File: config.mk
export PLATFORM = sky130hd
export DESIGN_NAME = fdct_d1_serial
export DESIGN_NICKNAME = d
export VERILOG_FILES = /design/src/rtl/fdct_d1_serial.sv
export SDC_FILE = /design/constraint.sdc
export NUM_CORES = 1
export LEC_CHECK = 0
export ABC_AREA = 1
export BUFFER_PORTS_ARGS = -buffer_cell sky130_fd_sc_hd__buf_2
export CORE_AREA = 2 2 205 287
export CTS_BUF_LIST = sky130_fd_sc_hd__clkbuf_16
export DETAILED_ROUTE_END_ITERATION = 7
export DIE_AREA = 0 0 207 289
export MAX_ROUTING_LAYER = met4
export SLEW_MARGIN = 20
export SYNTH_ARGS = -nofsm -noshare
export SYNTH_HDL_FRONTEND = slang
export SYNTH_SLANG_ARGS = --single-unit
File: constraint.sdc
create_clock -name clock -period 12 [get_ports clock]
set_clock_uncertainty 0.05 [all_clocks]
set_input_delay 0.6 -clock clock [delete_from_list [all_inputs] [get_ports clock]]
set_output_delay 0.6 -clock clock [all_outputs]
set_load 0.01 [all_outputs]
File: src/rtl/fdct_d1_serial.sv
// Forward 1-D 8-point DCT (AAN flow graph, 8-bit fractional constants).
// Serial sample load, one-cycle row transform, serial unscaled coefficient emit.
// Optional macro FDCT_LEVEL_SHIFT_EN: treat in_d[7:0] as an unsigned pixel and
// store it level-shifted by -128.
//
// state | meaning
// LOAD  | accepting samples into d[0..7]
// CALC  | one cycle: transform d into c[0..7]
// EMIT  | presenting c[out_cnt] on out_d until the index-7 transfer
module fdct_d1_serial #(
    parameter int IN_W  = 9,
    parameter int OUT_W = 16
) (
    input  logic             clock,
    input  logic             reset,
    input  logic [IN_W-1:0]  in_d,
    input  logic             in_valid,
    output logic             in_ready,
    output logic [OUT_W-1:0] out_d,
    output logic             out_valid,
    input  logic             out_ready,
    output logic             out_last
);

    localparam int W = IN_W + 12;

    typedef enum logic [1:0] {LOAD, CALC, EMIT} state_t;

    state_t state, state_nxt;
    logic [2:0] in_cnt, out_cnt;
    logic ready_en;
    logic in_fire, out_fire;
    logic signed [IN_W-1:0]  sample;
    logic signed [IN_W-1:0]  d      [8];
    logic signed [OUT_W-1:0] c      [8];
    logic signed [OUT_W-1:0] c_calc [8];

    logic signed [W-1:0] x [8];
    logic signed [W-1:0] t0, t1, t2, t3, t4, t5, t6, t7;
    logic signed [W-1:0] e10, e11, e12, e13, z1;
    logic signed [W-1:0] o10, o11, o12, z2, z3, z4, z5, z11, z13;

`ifdef FDCT_LEVEL_SHIFT_EN
    logic signed [8:0] pix_shift;
    assign pix_shift = $signed({1'b0, in_d[7:0]}) - 9'sd128;
    assign sample    = IN_W'(pix_shift);
`else
    assign sample = $signed(in_d);
`endif

    // Multiply by an 8-bit fractional constant, floor (arithmetic) shift back.
    function automatic logic signed [W-1:0] mulk(input logic signed [W-1:0] a,
                                                 input logic signed [10:0] k);
        logic signed [W+10:0] p;
        p = (W+11)'(a) * (W+11)'(k);
        return W'(p >>> 8);
    endfunction

    // State register.
    always_ff @(posedge clock) begin
        if (!reset) state <= LOAD;
        else        state <= state_nxt;
    end

    // Next-state logic.
    always_comb begin
        state_nxt = state;
        case (state)
            LOAD:    if (in_fire && in_cnt == 3'd7) state_nxt = CALC;
            CALC:    state_nxt = EMIT;
            EMIT:    if (out_fire && out_last) state_nxt = LOAD;
            default: state_nxt = LOAD;
        endcase
    end

    // Input-side handshake; ready is held off for the cycle after reset releases.
    always_comb begin
        in_ready = (state == LOAD) && ready_en && reset;
        in_fire  = in_valid && in_ready;
        out_fire = out_valid && out_ready;
    end

    // Combinational AAN flow graph over the buffered row.
    always_comb begin
        for (int i = 0; i < 8; i++) x[i] = W'(d[i]);
        t0 = x[0] + x[7];  t7 = x[0] - x[7];
        t1 = x[1] + x[6];  t6 = x[1] - x[6];
        t2 = x[2] + x[5];  t5 = x[2] - x[5];
        t3 = x[3] + x[4];  t4 = x[3] - x[4];
        e10 = t0 + t3;  e13 = t0 - t3;
        e11 = t1 + t2;  e12 = t1 - t2;
        z1  = mulk(e12 + e13, 11'sd181);
        o10 = t4 + t5;  o11 = t5 + t6;  o12 = t6 + t7;
        z5  = mulk(o10 - o12, 11'sd98);
        z2  = mulk(o10, 11'sd139) + z5;
        z4  = mulk(o12, 11'sd334) + z5;
        z3  = mulk(o11, 11'sd181);
        z11 = t7 + z3;
        z13 = t7 - z3;
        c_calc[0] = OUT_W'(e10 + e11);
        c_calc[4] = OUT_W'(e10 - e11);
        c_calc[2] = OUT_W'(e13 + z1);
        c_calc[6] = OUT_W'(e13 - z1);
        c_calc[5] = OUT_W'(z13 + z2);
        c_calc[3] = OUT_W'(z13 - z2);
        c_calc[1] = OUT_W'(z11 + z4);
        c_calc[7] = OUT_W'(z11 - z4);
    end

    // Row and coefficient storage; contents are don't-care after reset.
    always_ff @(posedge clock) begin
        if (in_fire) d[in_cnt] <= sample;
        if (state == CALC) begin
            for (int i = 0; i < 8; i++) c[i] <= c_calc[i];
        end
    end

    // Counters and registered output stage.
    always_ff @(posedge clock) begin
        if (!reset) begin
            ready_en  <= 1'b0;
            in_cnt    <= '0;
            out_cnt   <= '0;
            out_valid <= 1'b0;
            out_last  <= 1'b0;
            out_d     <= '0;
        end else begin
            ready_en <= 1'b1;
            if (in_fire) in_cnt <= in_cnt + 3'd1;
            if (state == CALC) begin
                out_d     <= c_calc[0];
                out_valid <= 1'b1;
                out_last  <= 1'b0;
                out_cnt   <= '0;
            end else if (state == EMIT && out_fire) begin
                if (out_last) begin
                    out_valid <= 1'b0;
                    out_last  <= 1'b0;
                    out_cnt   <= '0;
                end else begin
                    out_cnt  <= out_cnt + 3'd1;
                    out_d    <= c[out_cnt + 3'd1];
                    out_last <= (out_cnt == 3'd6);
                end
            end
        end
    end

endmodule

==> impl_metrics.env <==
export IMPL_status="finished, final reports clean"
export IMPL_critical_path_max_stage_delay_ns=0.57
export IMPL_ys_ff_latch=204
export IMPL_drc=0
export IMPL_crit_fanout=8
export IMPL_cp_num_buf_inv=4
export IMPL_synth_cell_types=67
export IMPL_startpoint="d[4][0]$_DFFE_PP_"
export IMPL_synth_edff_count=178
export IMPL_slew_headroom_pct=28.0
export IMPL_timing_setup_tns_ns=0
export IMPL_num_rows=104
export IMPL_cts_setup_buffers=0
export IMPL_cts_num_sinks=204
export IMPL_antenna_found_initial=1
export IMPL_nets=4139
export IMPL_slowest_stage="fa_1"
export IMPL_io_pins=32
export IMPL_first_pass_iters=5
export IMPL_worst_pin_slew_ns=1.08
export IMPL_dp_slack_ns=1.32
export IMPL_final_antenna_net_count=0
export IMPL_track_usage_pct=26.8
export IMPL_grt_pass1_wl_microns=123000
export IMPL_wirelength_met1_microns=31200
export IMPL_worstHoldStart="reset"
export IMPL_grt_remaining_overflow=0
export IMPL_syn_nets=4121
export IMPL_grt_pass1_vias=23500
export IMPL_synthTopCellsByArea="ha_1 (24%), edfxtp_1 (19%), fa_1 (11%)"
export IMPL_crit_type="register to register"
export IMPL_drt_wl_total_microns=77400
export IMPL_topRoutingLayerUsed="met4"
export IMPL_synth_area_per_cell_sq_um=8.26
export IMPL_fin_crit_ns=10.66
export IMPL_synth_top_cell_area_share_pct=23.8
export IMPL_multiInputGateArea_sq_mm=0.0197
export IMPL_ys_warn_count=0
export IMPL_finalInstanceArea_sq_mm=0.0299
export IMPL_setup_viol=0
export IMPL_period_share_pct=88.8
export IMPL_viasPerCell=5.34
export IMPL_max_freq_mhz=93.8
export IMPL_port_buffers=31
export IMPL_async_reset_ff_share_pct=0
export IMPL_cts_tree="done"
export IMPL_end_kind="register"
export IMPL_n_antenna_cell=0
export IMPL_rsz0062_at_grt="false"
export IMPL_area_growth_pct=5.78
export IMPL_cp_start_kind="register"
export IMPL_drive_above_1_share_pct=3.71
export IMPL_crit_family="adder cells"
export IMPL_die_area_sq_mm=0.0598
export IMPL_grt_max_degree=61
export IMPL_synth_ff_type="edfxtp_1"
export IMPL_finalHoldViolCount=0
export IMPL_cts_buffers_inserted=21
export IMPL_cts_hold_buf=0
export IMPL_slew_violations=0
export IMPL_dp_hpwl_microns=66700
export IMPL_wl_per_cell_microns=18.5
export IMPL_fillers=5462
export IMPL_cts_htree_levels=1
export IMPL_worst_slack_ns=1.34
export IMPL_fp_dieH_microns=289
export IMPL_cts_buffer_depth=3
export IMPL_synth_cell_area_sq_mm=0.0283
export IMPL_core_area_sq_mm=0.0573
export IMPL_wl_met2_microns=41300
export IMPL_r2r_start="d[4][0]$_DFFE_PP_"
export IMPL_routed_wl_met3_microns=1640
export IMPL_required_ns=12.20
export IMPL_arrival_ns=10.85
export IMPL_drt_iter0_drc=1141
export IMPL_drv_cap=0
export IMPL_clk_pin_slew_ns=0.06
export IMPL_yosysSeqAreaShare_pct=20.7
export IMPL_initial_core_util_pct=49.4
export IMPL_whs_ns=0.385
export IMPL_vias=22400
export IMPL_synth_cells=3422
export IMPL_cts_resized=0
export IMPL_regArea_sq_mm=0.00587
export IMPL_root_buffer="clkbuf_16"
export IMPL_worstHoldPathType="input port to register"
export IMPL_placed_area_sq_mm=0.0293
export IMPL_yosysTopAreaCell="ha_1"
export IMPL_clk_latency_ns=0.52
export IMPL_r2r_slack_ns=1.34
export IMPL_die_x_microns=207
export IMPL_gp_congestion=0.999
## cell usage after synthesis, drive strengths merged (15+ instances only)
cell	n
nand4	23
a21o	15
a21oi	283
fa	149
nor3	46
ha	537
edfxtp	178
inv	676
nand2	520
nor2	165
o21bai	54
clkbuf	33
o21ai	149
xor2	241
xnor2	44
dfxtp	26
nand3	134
## layout make-up
cell class,count,area share [%]
clock buffer,21,1.76
inverter,679,8.52
clock inverter,16,0.427
sequential,204,19.6
tap,742,3.10
multi-input combinational,2492,65.8
timing repair buffer,42,0.795
## kinds of logic (layout without fill, tap and decap cells)
logic type,after synthesis,after routing,share of synthesized area (%)
AOI/OAI and AO/OA,608,608,12.6
xor gates and xnor gates,285,285,8.95
adders and majority gates,686,686,34.3
buffers and inverters,726,758,9.71
DFF,204,204,20.7
other,1,1,0.0133
and+or+nand+nor,912,912,13.7
## path summary, 6_finish.rpt
path / depth (start not counted) / to
setup / recovery: 42 / c[2][14]$_DFFE_PP_
hold / removal: 1 / ready_en$_DFF_P_
setup reg to reg: 42 / c[2][14]$_DFFE_PP_
hold reg to reg: 2 / out_d[7]$_SDFFE_PN0P_
## placed cells by master (no fill, tap or decap), types with 26 or more instances in the layout
master,n
dfxtp_1,26
nor3_1,44
ha_1,537
o21bai_1,52
xnor2_1,44
fa_1,149
edfxtp_1,178
a21oi_1,280
o21ai_0,135
nand3_1,129
nand2_1,501
nor2_1,164
inv_1,675
buf_2,31
xor2_1,238
## sequential cells by signal, indices dropped and copies added, names as in the netlist
register	count
out_d	15
out_last	1
out_valid	1
state	2
d	72
ready_en	1
c	106
out_cnt	3
in_cnt	3
## per-stage QoR
step / utilization [%] / cells
2_1_floorplan: - / 3422
3_3_place_gp: 51.1 / 4159
3_5_place_dp: 51.1 / 4159
4_1_cts: 52.3 / 4196
5_1_grt: 52.3 / 4196
6_report: 52.3 / 4196
## routing by layer
metal / up-vias / global-route usage, %
li1: 11200 / -
met1: 10600 / 29.2
met3: 135 / 1.30
met2: 407 / 51.4
met5: - / -
met4: 0 / 9.95
## worst reg2reg max path, delay by kind of cell, from the launching register on
kind	cells	cell delay, ns
adder cells (fa/ha/maj)	11	4.64
AO/OA/AOI/OAI	15	2.64
AND/OR/NAND/NOR	9	1.18
XOR/XNOR	3	0.99
buffers and inverters	4	0.48
flip-flops	1	0.40
Power is not shown: default switching activity piles up to over one toggle a cycle in this logic, so the estimate is an artifact.
